<file path="src/rtl/alu_seq_pkg.sv">
// Shared types for the sequential ALU: operation codes, FSM states and the
// bit positions of the {N,V,Z} flag vector.
package alu_seq_pkg;

    typedef enum logic [2:0] {
        OP_ADD  = 3'b000,
        OP_SUB  = 3'b001,
        OP_AND  = 3'b010,
        OP_NOTB = 3'b011,
        OP_OR   = 3'b100,
        OP_XOR  = 3'b101,
        OP_MUL  = 3'b110,
        OP_CMP  = 3'b111
    } alu_op_e;

    typedef enum logic [1:0] {
        ST_IDLE = 2'd0,
        ST_BUSY = 2'd1,
        ST_DONE = 2'd2
    } state_e;

    localparam int NVZ_N = 2;
    localparam int NVZ_V = 1;
    localparam int NVZ_Z = 0;

    function automatic logic [2:0] make_nvz(input logic n, input logic v, input logic z);
        logic [2:0] f;
        f        = '0;
        f[NVZ_N] = n;
        f[NVZ_V] = v;
        f[NVZ_Z] = z;
        return f;
    endfunction

endpackage

</file>
<file path="src/rtl/alu_seq_mul.sv">
// Shift-add unsigned multiplier: one multiplier bit per cycle for WIDTH cycles.
// 'product' is the value the accumulator takes on this edge, so it is final while 'done' is high.
module alu_seq_mul
    import alu_seq_pkg::*;
#(
    parameter int WIDTH = 16
) (
    input  logic               clk,
    input  logic               reset,
    input  logic               start,
    input  logic [WIDTH-1:0]   a,
    input  logic [WIDTH-1:0]   b,
    output logic               done,
    output logic [2*WIDTH-1:0] product
);
    localparam int CW = $clog2(WIDTH + 1);

    logic [WIDTH-1:0]   mcand;
    logic [2*WIDTH-1:0] acc;
    logic [CW-1:0]      cnt;
    logic [WIDTH:0]     sum;

    // Upper half accumulates the multiplicand; lower half holds the unused multiplier bits.
    always_comb begin
        sum     = {1'b0, acc[2*WIDTH-1:WIDTH]} + (acc[0] ? {1'b0, mcand} : '0);
        product = {sum, acc[WIDTH-1:1]};
    end

    assign done = (cnt == CW'(1));

    always_ff @(posedge clk) begin
        if (reset) begin
            mcand <= '0;
            acc   <= '0;
            cnt   <= '0;
        end else if (start) begin
            mcand <= a;
            acc   <= {{WIDTH{1'b0}}, b};
            cnt   <= CW'(WIDTH);
        end else if (cnt != '0) begin
            acc <= product;
            cnt <= cnt - CW'(1);
        end
    end

endmodule

</file>
<file path="src/rtl/alu_seq.sv">
// Sequential ALU with a one-deep IDLE/DONE handshake. With ALU_SEQ_MUL_EN defined,
// MUL runs on the shift-add sub-module; otherwise MUL completes at once as zero.
module alu_seq
    import alu_seq_pkg::*;
#(
    parameter int WIDTH = 16
) (
    input  logic             clk,
    input  logic             reset,
    input  logic             in_valid,
    output logic             in_ready,
    input  logic [WIDTH-1:0] Ain,
    input  logic [WIDTH-1:0] Bin,
    input  logic [2:0]       ALUop,
    output logic [WIDTH-1:0] out,
    output logic             out_valid,
    output logic [2:0]       NVZ
);
    // state | meaning
    // IDLE  | in_ready=1, waiting for a request
    // BUSY  | shift-add multiply running, WIDTH cycles
    // DONE  | result registered, out_valid high this cycle

    state_e           state;
    alu_op_e          op;
    logic             accept;
    logic             go_busy;
    logic [WIDTH-1:0] res;
    logic             res_v;

    assign op       = alu_op_e'(ALUop);
    assign in_ready = (state == ST_IDLE);
    assign accept   = in_ready && in_valid;

    always_comb begin
        res   = '0;
        res_v = 1'b0;
        case (op)
            OP_ADD: begin
                res   = Ain + Bin;
                res_v = (Ain[WIDTH-1] == Bin[WIDTH-1]) && (res[WIDTH-1] != Ain[WIDTH-1]);
            end
            OP_SUB, OP_CMP: begin
                res   = Ain - Bin;
                res_v = (Ain[WIDTH-1] != Bin[WIDTH-1]) && (res[WIDTH-1] != Ain[WIDTH-1]);
            end
            OP_AND:  res = Ain & Bin;
            OP_NOTB: res = ~Bin;
            OP_OR:   res = Ain | Bin;
            OP_XOR:  res = Ain ^ Bin;
            // MUL here only matters without the multiplier: zero result, flags 001.
            default: res = '0;
        endcase
    end

`ifdef ALU_SEQ_MUL_EN
    logic               mul_done;
    logic [2*WIDTH-1:0] mul_prod;

    assign go_busy = accept && (op == OP_MUL);

    alu_seq_mul #(.WIDTH(WIDTH)) u_mul (
        .clk     (clk),
        .reset   (reset),
        .start   (go_busy),
        .a       (Ain),
        .b       (Bin),
        .done    (mul_done),
        .product (mul_prod)
    );
`else
    assign go_busy = 1'b0;
`endif

    always_ff @(posedge clk) begin
        if (reset) begin
            state     <= ST_IDLE;
            out       <= '0;
            NVZ       <= '0;
            out_valid <= 1'b0;
        end else begin
            out_valid <= 1'b0;
            case (state)
                ST_IDLE: begin
                    if (go_busy) begin
                        state <= ST_BUSY;
                    end else if (accept) begin
                        state     <= ST_DONE;
                        out_valid <= 1'b1;
                        NVZ       <= make_nvz(res[WIDTH-1], res_v, res == '0);
                        if (op != OP_CMP) begin
                            out <= res;
                        end
                    end
                end
`ifdef ALU_SEQ_MUL_EN
                ST_BUSY: begin
                    if (mul_done) begin
                        state     <= ST_DONE;
                        out_valid <= 1'b1;
                        out       <= mul_prod[WIDTH-1:0];
                        NVZ       <= make_nvz(mul_prod[WIDTH-1], |mul_prod[2*WIDTH-1:WIDTH],
                                              mul_prod[WIDTH-1:0] == '0);
                    end
                end
`endif
                ST_DONE: state <= ST_IDLE;
                default: state <= ST_IDLE;
            endcase
        end
    end

endmodule
</file>
<file path="config.mk">
export PLATFORM = sky130hd
export DESIGN_NAME = alu_seq
export DESIGN_NICKNAME = d
export VERILOG_FILES = /design/src/rtl/alu_seq_pkg.sv /design/src/rtl/alu_seq_mul.sv /design/src/rtl/alu_seq.sv
export SDC_FILE = /design/constraint.sdc
export NUM_CORES = 1
export LEC_CHECK = 0
export CAP_MARGIN = 20
export CORE_ASPECT_RATIO = 0.7
export CORE_MARGIN = 1
export CORE_UTILIZATION = 32
export DETAILED_ROUTE_END_ITERATION = 10
export HOLD_SLACK_MARGIN = 0.03
export PLACE_DENSITY = 0.63
export SYNTH_ARGS = -nofsm -noshare
export SYNTH_HDL_FRONTEND = slang
export SYNTH_SLANG_ARGS = --single-unit
</file>
<file path="constraint.sdc">
create_clock -name clk -period 7.35 [get_ports clk]
set_input_delay 1.1025 -clock clk [delete_from_list [all_inputs] [get_ports clk]]
set_output_delay 1.1025 -clock clk [all_outputs]
set_load 0.01 [all_outputs]
</file>
==> results.yml <==
detailed_routing:
  vias_per_cell: 5.619
  post-route-drc-count: 0
  top_layer_used: "met4"
  postRouteAntennaNets: 0
  wl_per_cell_um: 16.37
  drt-initial-drc-count: 364
  wl_met3_um: 832
  routed-wl-met2_um: 4319
  drtPass1Iterations: 4
  routed-via-count: 3793
  wl_met1_um: 5839
  wirelength_um: 11050
power_and_ir_drop:
  p_sw_w: 0.0002137
  leakagePower_nw: 1.871
  p_comb_share_pct: 54.1
  pwr-share-clk_pct: 21.5
  p_seq_share_pct: 24.4
  p_sw_share_pct: 40.24
  pwr_density_cell_mw_per_mm2: 124.0
  p_total_w: 0.0005309
  irDropWorstVdd_mv: 0.06179
  p_int_w: 0.0003173
synthesis:
  ys_warn_count: 0
  yosysSeqAreaShare_pct: 11.86
  synthFlopType: "dfxtp_1"
  ys_ff_latch: 21
  synth_area_leader_cell: "ha_1"
  syn-instance-count: 491
  ys_types: 69
  synth.avg_cell_area_um2: 7.217
  synth_enable_flop_cells: 0
  synthesis.nets: 582
  synth_top_area_share_pct: 18.01
  syn_area_mm2: 0.003543
  synthTopCellsByArea: "ha_1 (18%), dfxtp_1 (12%), inv_1 (6.1%), nor2_1 (5.0%), a21oi_1 (4.8%)"
  async_flop_share_pct: 0
sta:
  setup_slack_ns: 2.924
  rsz0062_at_grt: "false"
  worstMarginPinSlew_ns: 0.8304
  finalClockSkew_ns: 0.002643
  finalSetupViolCount: 0
  setup-tns-final_ns: 0
  relSlewSlack_pct: 44.22
  period_share_pct: 60.22
  max_freq_ghz: 0.2259
  min_period_ns: 4.426
  slew_viol_final: 0
  final_hold_viol_count: 0
global_routing:
  grt_pass1_wl_um: 18100
  antenna_found_initial: 0
  overflow: 0
  grt_pass1_vias: 3482
  grt_use_total_pct: 19.19
  grt_max_degree: 44
worst_setup_path:
  r2r-end: "out[0]"
  r2r_slack_ns: 5.36
  crit_required_ns: 7.55
  crit_arrival_ns: 4.63
  end_kind: "flop"
  reg2reg_from: "state[1]"
  startpoint_type: "primary input"
  critPathKind: "primary input to flop"
  rr_worst_depth: 6
  critPathMaxFanout: 11
die:
  die_w_um: 127.8
  num_rows: 31
  coreArea_mm2: 0.01055
  die_h_um: 90.04
  ios: 59
  die_area_mm2: 0.01150
  initial_core_util_pct: 33.59
clock_network:
  cts_buffer_depth: 2
  cts.sinks: 21
  clock_latency_ns: 0.25
  root_buffer: "clkbuf_16"
  post_cts_resized: 0
  h-tree-depth: 1
  cts_made_buffers: 3
  clk_pin_slew_ns: 0.06
  cts-hold-fix-buffers: 0
  cts_tree: "yes"
  postCtsSetupBuffers: 0
placed_design:
  gp_congestion: 0.9098
  io_buffer_count: 58
  place_ws_ns: 2.769
  hpwlAfterDp_um: 8679
finish:
  most-common-layout-cells: "inv_1 (58), clkdlybuf4s50_1 (58), ha_1 (51)"
  nets: 619
  layout-drive-gt1-share_pct: 4.175
  area.growth.synth_to_final_pct: 20.87
  num_antenna_cells: 0
min_path:
  min_path_cells: 2
  min_from: "out[15]"
  hold_path_end: "out[15]"
  hold_path.class: "flop to flop"
status:
  status: "completed"
job:
  maxCapViolCount: 0
## area by class of cell
| type | count | area [µm²] |
|---|---|---|
| clock inverter | 1 | 5.005 |
| inverter | 58 | 217.7 |
| multi-input combinational | 382 | 2769 |
| clock buffer | 3 | 75.07 |
| sequential | 21 | 420.4 |
| fill | 1102 | 6267 |
| timing repair buffer | 62 | 610.6 |
| tap | 148 | 185.2 |
## critical path, cell delays in order
cell and delay [ns]:
clkdlybuf4s50_1 0.51, inv_1 0.07, ha_1 0.51, nor3_2 0.11, a2111oi_4 0.56, a21boi_1 0.14
o21bai_1 0.28, a31oi_1 0.13, o2111a_1 0.28, a211oi_1 0.49, and4b_1 0.29, a32o_1 0.13
## how the worst max path moves through the flow
stage	endpoint	startpoint	slack [ns]	cells after the start
after floorplan	NVZ[0]	Ain[0]	3.64	13
after global routing	NVZ[0]	Bin[3]	2.69	12
after CTS	NVZ[0]	Bin[3]	3.02	12
final	NVZ[0]	Bin[3]	2.92	12
after global placement	NVZ[0]	Bin[3]	2.79	12
after detailed placement	NVZ[0]	Bin[3]	2.77	12
## registers in the layout, indices dropped and copies added, names as in the netlist
name / flops
out: 16
NVZ: 3
out_valid: 1
state: 1
## power groups by stage
stage	Clock (W)	Sequential [W]	Combinational (W)
finish	0.000114	0.000129	0.000287
global route	0.000123	0.000130	0.000314
detailed placement	0	0.000132	0.000280
floorplan	0	0.000135	0.000183
global placement	0	0.000132	0.000275
CTS	0.000116	0.000130	0.000282
## metal layers
layer	vias up	GRT usage [%]
met1	1776	30.72
met5	-	0
li1	1827	-
met2	185	27.13
met3	5	2.024
met4	0	3.039
## synthesized netlist by cell type, types with 6 or more instances
cell / n
xnor2_1: 6
a21o_1: 6
mux2i_1: 17
inv_1: 58
o22ai_1: 10
a21oi_1: 34
a211oi_1: 17
nor2_1: 47
nor3_1: 14
ha_1: 51
nor2b_1: 11
o2111ai_1: 7
clkbuf_1: 22
nand2_1: 36
dfxtp_1: 21
nand2b_1: 6
o21ai_0: 31
## stage by stage
stage	hold slack, ns	std cells	util, %	area, µm²
finish	0.4802	675	40.60	4283
CTS	0.4916	675	40.60	4283
global route	0.5120	675	40.60	4283
floorplan	0.4983	491	-	3543
global placement	0.4801	671	39.84	4203
detailed placement	0.4837	671	39.84	4203
## cells by family (layout without fill, tap and decap cells)
logic type | count (synthesis) | count (layout) | synth area share [%]
AOI/OAI and AO/OA | 166 | 166 | 33.33
and+or+nand+nor | 139 | 139 | 19.07
buffers and inverters | 88 | 124 | 9.993
adders and majority gates | 53 | 53 | 19.14
DFF | 21 | 21 | 11.86
muxes | 18 | 18 | 5.120
xor gates and xnor gates | 6 | 6 | 1.483
(Power assumes the default switching activity.)
